File: src/rtl/spi_frame_rx.sv
// SPI slave frame receiver: oversamples sclk_n/cs_n/mosi on clk, shifts in
// fixed-length MSB-first frames and emits header + sample with a one-cycle strobe.
module spi_frame_rx #(
  parameter int FRAME_W = 16,
  parameter int HDR_W   = 4,
  parameter int DATA_W  = 12
) (
  input  logic              clk,
  input  logic              rst_a,
  input  logic              ena,
  input  logic              sclk_n,
  input  logic              cs_n,
  input  logic              mosi,
  output logic [HDR_W-1:0]  hdr_o,
  output logic [DATA_W-1:0] data_o,
  output logic              valid_o,
  output logic              frame_err_o,
  output logic              busy_o
);

  localparam logic [4:0] CNT_FULL = 5'(FRAME_W);
  localparam logic [4:0] CNT_SAT  = 5'(FRAME_W + 1);

  typedef enum logic [1:0] {IDLE, SHIFT, DONE} state_t;

  state_t state, state_nxt;

  logic sclk_p0, sclk_p1, sclk_p2;
  logic cs_p0, cs_p1, cs_p2;
  logic mosi_p0, mosi_p1, mosi_p2;
  logic [1:0] warm;
  logic armed;
  logic sclk_rise, cs_rise, cs_fall;

  logic [FRAME_W-1:0] shreg;
  logic [4:0]         cnt;

  function automatic logic [4:0] cnt_sat_inc(input logic [4:0] c);
    return (c >= CNT_SAT) ? CNT_SAT : c + 5'd1;
  endfunction

  // Stage p0/p1: two-flop synchronizers; p2: history flop for edge detection
  always_ff @(posedge clk or posedge rst_a) begin
    if (rst_a) begin
      {sclk_p0, sclk_p1, sclk_p2} <= 3'b111;
      {cs_p0, cs_p1, cs_p2}       <= 3'b111;
      {mosi_p0, mosi_p1, mosi_p2} <= 3'b000;
      warm                        <= 2'd0;
    end else begin
      {sclk_p0, sclk_p1, sclk_p2} <= {sclk_n, sclk_p0, sclk_p1};
      {cs_p0, cs_p1, cs_p2}       <= {cs_n, cs_p0, cs_p1};
      {mosi_p0, mosi_p1, mosi_p2} <= {mosi, mosi_p0, mosi_p1};
      if (warm != 2'd3)
        warm <= warm + 2'd1;
    end
  end

  // The chain resets to 1, so a cs_n already low at release would look like a
  // fall; only trust edges once the chain holds real pin samples.
  assign armed     = (warm == 2'd3);
  assign sclk_rise = sclk_p1 & ~sclk_p2;
  assign cs_rise   = cs_p1 & ~cs_p2;
  assign cs_fall   = armed & cs_p2 & ~cs_p1;

  always_ff @(posedge clk or posedge rst_a) begin
    if (rst_a)
      state <= IDLE;
    else
      state <= state_nxt;
  end

  always_comb begin
    state_nxt = state;
    case (state)
      IDLE:    if (cs_fall && ena) state_nxt = SHIFT;
      SHIFT: begin
        if (!ena)
          state_nxt = IDLE;
        else if (cs_rise)
          state_nxt = DONE;
      end
      DONE:    state_nxt = IDLE;
      default: state_nxt = IDLE;
    endcase
  end

  // Stage shift: an sclk edge coinciding with the cs_n rise is dropped
  always_ff @(posedge clk or posedge rst_a) begin
    if (rst_a) begin
      shreg <= '0;
      cnt   <= '0;
    end else begin
      case (state)
        IDLE: begin
          shreg <= '0;
          cnt   <= '0;
        end
        SHIFT: begin
          if (ena && !cs_rise && sclk_rise) begin
            shreg <= {shreg[FRAME_W-2:0], mosi_p2};
            cnt   <= cnt_sat_inc(cnt);
          end
        end
        default: ;
      endcase
    end
  end

  // Stage output: frame verdict taken in DONE
  always_ff @(posedge clk or posedge rst_a) begin
    if (rst_a) begin
      hdr_o       <= '0;
      data_o      <= '0;
      valid_o     <= 1'b0;
      frame_err_o <= 1'b0;
    end else begin
      valid_o     <= 1'b0;
      frame_err_o <= 1'b0;
      if (state == DONE) begin
        if (cnt == CNT_FULL) begin
          hdr_o   <= shreg[FRAME_W-1 -: HDR_W];
          data_o  <= shreg[DATA_W-1:0];
          valid_o <= 1'b1;
        end else begin
          frame_err_o <= 1'b1;
        end
      end
    end
  end

  assign busy_o = (state == SHIFT);

endmodule
File: config.mk
export PLATFORM = sky130hd
export DESIGN_NAME = spi_frame_rx
export DESIGN_NICKNAME = d
export VERILOG_FILES = /design/src/rtl/spi_frame_rx.sv
export SDC_FILE = /design/constraint.sdc
export NUM_CORES = 1
export LEC_CHECK = 0
export ABC_AREA = 1
export BUFFER_PORTS_ARGS = -buffer_cell sky130_fd_sc_hd__buf_2
export CAP_MARGIN = 15
export CORE_UTILIZATION = 30
export DETAILED_ROUTE_END_ITERATION = 6
export PLACE_DENSITY = 0.56
export SKIP_LAST_GASP = 1
export SLEW_MARGIN = 20
export SYNTH_ARGS = -nofsm -noshare
export SYNTH_HDL_FRONTEND = slang
export SYNTH_SLANG_ARGS = --single-unit
File: constraint.sdc
create_clock -name clk -period 3.1 [get_ports clk]
set_clock_uncertainty 0.15 [all_clocks]
set_input_delay 0 -clock clk [delete_from_list [all_inputs] [get_ports clk]]
set_output_delay 0 -clock clk [all_outputs]
set_load 0.02 [all_outputs]
==> out/qor.txt <==
Vias in the first global route - 1272
Max clock buf depth - 2
Crit path DAT - 2240 ps
FF+latch area - 1309 sq um
Cts bufs inserted - 5
Rel. slew slack - 0.4157
PwrDens - 486.5 nW/um^2
Filler cells - 662
Worst-Skew Late Latency - 310 ps
Met1 usage - 0.1498
Clk root buf - clkbuf_8
Antenna violations before repair - 0
Yosys warnings - 0
Fin crit period - 2201 ps
CP endpoint - cnt[3]
Setup TNS Final - 0 ps
Share of cells above drive strength 1 - 0.2249
Flop pwr share - 0.621
Worst Path Max Fanout - 21
Min-delay worst type - in -> reg
Routed WL - 3332 um
Post_cts resized - 0
FMAX - 454.4 MHz
Initial DRC count - 77
HPWL after DPL - 2103 um
Reg clk slew, reported paths - 90 ps
Initial cell density of the core - 0.3109
Critical path origin - cs_p1
Synth Instances - 179
Outcome - finished clean
Die Y - 83.36 um
Die width - 83.36 um
M2 GR Usage - 0.1565
Drt pass-1 iters - 4
Fin crit share - 0.7099
Clk sinks - 52
Die Area - 6948 sq um
Core area - 6386 sq um
Clock power share - 0.337
Synth Net Count - 189
# DRC - 0
Gr busiest metal - met2
Avg WL per Cell - 11.65 um
Layout area overhead - 15.38%
Tightest Pin Transition - 876.4 ps
Pins Over Slew Limit - 0
RR Endpoint - cnt[3]
Final antenna-violating net count - 0
Switching Share - 0.2279
Via count - 1281
Setup crit end kind - flip-flop
Vias per cell - 4.479
R2R depth - 7
Switching power - 0.2540 mW
TritonCTS clock tree - done
Final Hold Viols - 0
IO buf count - 24
Final WS setup - 899.3 ps
Worst slack at placement - 931.8 ps
# rows - 29
Seq/Total Area, Yosys - 0.6591
CP startpoint kind - flip-flop
R2r setup slk - 900 ps
Final setup viols - 0
I/O pin count - 25
First-pass GRT wire length - 5934 um
Reg-to-reg startpoint - cs_p1
Post-synthesis area per instance - 11.09 sq um
Pint - 0.8605 mW
FF+latch count, synth - 52
H-Tree Depth - 2
Total GRT Usage - 0.1090
Largest net degree at the start of global routing - 53
Gr ovfl total - 0
Leakage - 1.089 nW
Inserted Diodes - 0
Final #Nets - 218
M3 GR Usage - 0.03082
Unrepaired setup endpoints after global routing - no
CP required - 3140 ps
Worst-case vdd ir drop - 0.3108 mV
Kind of critical path - reg -> reg
Total of max-cap violations - 0
Final GP Congestion - 0.7666
Area taken by multi-input logic gates - 531.8 sq um
Netlist cell types - 26
Mapped Area - 1986 sq um
Combinational fraction of design power - 0.042
cells in the final DEF (no fill, tap or decap), drive strengths merged, types with 2 or more instances in the layout:
master and n:
nand3 13, inv 25, o22ai 17, nand2 24
xnor2 3, clkbuf 6, dlygate4sd3 5, ha 4
a21oi 2, dfstp 6, buf 24, dfrtp 46
o21ai 18, clkinv 2, nor2 9
power by group through the flow:
stage / Clock [mW] / Sequential (mW) / Combinational, mW
CTS: 0.398 / 0.692 / 0.0477
global route: 0.416 / 0.693 / 0.0539
floorplan: 0 / 0.705 / 0.0326
detailed placement: 0 / 0.705 / 0.0429
finish: 0.376 / 0.692 / 0.0466
global placement: 0 / 0.705 / 0.0430
synthesized netlist by cell type:
cell type	count	area share
a21boi_0	1	0.0038
a21oi_1	2	0.0050
buf_2	2	0.0050
buf_4	1	0.0038
buf_6	2	0.011
clkbuf_1	2	0.0038
dfrtp_1	46	0.58
dfstp_2	6	0.079
ha_1	4	0.025
inv_1	25	0.047
inv_2	1	0.0019
mux2_2	1	0.0057
nand2_1	23	0.043
nand2_2	1	0.0032
nand3_1	11	0.028
nand3_2	2	0.010
nand4_1	1	0.0032
nor2_1	7	0.013
nor2_2	1	0.0032
nor2_4	1	0.0057
o21ai_0	17	0.043
o21ai_1	1	0.0025
o22ai_1	16	0.050
o22ai_2	1	0.0063
or2_2	1	0.0032
xnor2_1	3	0.013
worst max-delay path, cell delays in order (launching register included):
cell and delay, ps:
dfstp_2 540, inv_1 50, nor2_2 160, nor2_4 70, nand2_2 300, nand2_1 510, nand3_1 250, nand2_1 60
sequential cells by signal, indices dropped and copies added, names as in the netlist:
register,cells
valid_o,1
mosi_p2,1
shreg,16
hdr_o,4
frame_err_o,1
state,2
warm,2
sclk_p2,1
cs_p1,1
sclk_p1,1
mosi_p0,1
cnt,5
cs_p0,1
data_o,12
cs_p2,1
mosi_p1,1
sclk_p0,1
how the worst min path moves through the flow:
stage,slack [ps],cells past startpoint,end,from
2_1_floorplan,-150,0,cs_p0,cs_n
3_5_place_dp,-40,1,sclk_p0,sclk_n
5_1_grt,170,2,cs_p0,cs_n
4_1_cts,170,2,cs_p0,cs_n
6_report,190,2,mosi_p0,mosi
3_3_place_gp,-40,1,sclk_p0,sclk_n
cells by family (layout without fill, tap and decap cells):
family,count (synthesis),after routing,synth area share
mux,1,1,0.005671
buf+inv,33,63,0.07309
flops,52,52,0.6591
xor+xnor,3,3,0.01323
fa+ha+maj,4,4,0.02521
compound gates,38,38,0.1109
simple gates,48,48,0.1128
cell type report:
| class | instances | area share |
|---|---|---|
| Clock inverter | 2 | 0.005461 |
| Tap cell | 77 | 0.04205 |
| Timing Repair Buffer | 29 | 0.07428 |
| Clock buffer | 6 | 0.03168 |
| Inverter | 26 | 0.04315 |
| Multi-Input combinational cell | 94 | 0.2321 |
| Sequential cell | 52 | 0.5713 |
what timing repair did:
item,4_1_cts,5_1_grt
hold buffers,5,0
buffers inserted,0,0
hold endpoints to repair,53,0
per-layer routing:
| layer | part of all wire | routed length [um] |
|---|---|---|
| met1 | 0.52 | 1717 |
| met2 | 0.42 | 1403 |
| met4 | 0.021 | 71 |
| met5 | 0 | 0 |
| met3 | 0.042 | 140 |
stage by stage:
step                power (mW)    util  area [sq um]  std cells  hold slack (ps)
floorplan               0.7375       -          1986        179           -145.5
finish                   1.114  0.3587          2291        286            188.6
global route             1.163  0.3587          2291        286            174.1
global placement        0.7481  0.3374          2155        273           -44.45
CTS                      1.138  0.3585          2290        286            166.1
detailed placement      0.7483  0.3374          2155        273           -42.78
No activity file was read; power rests on OpenSTA's default activity.
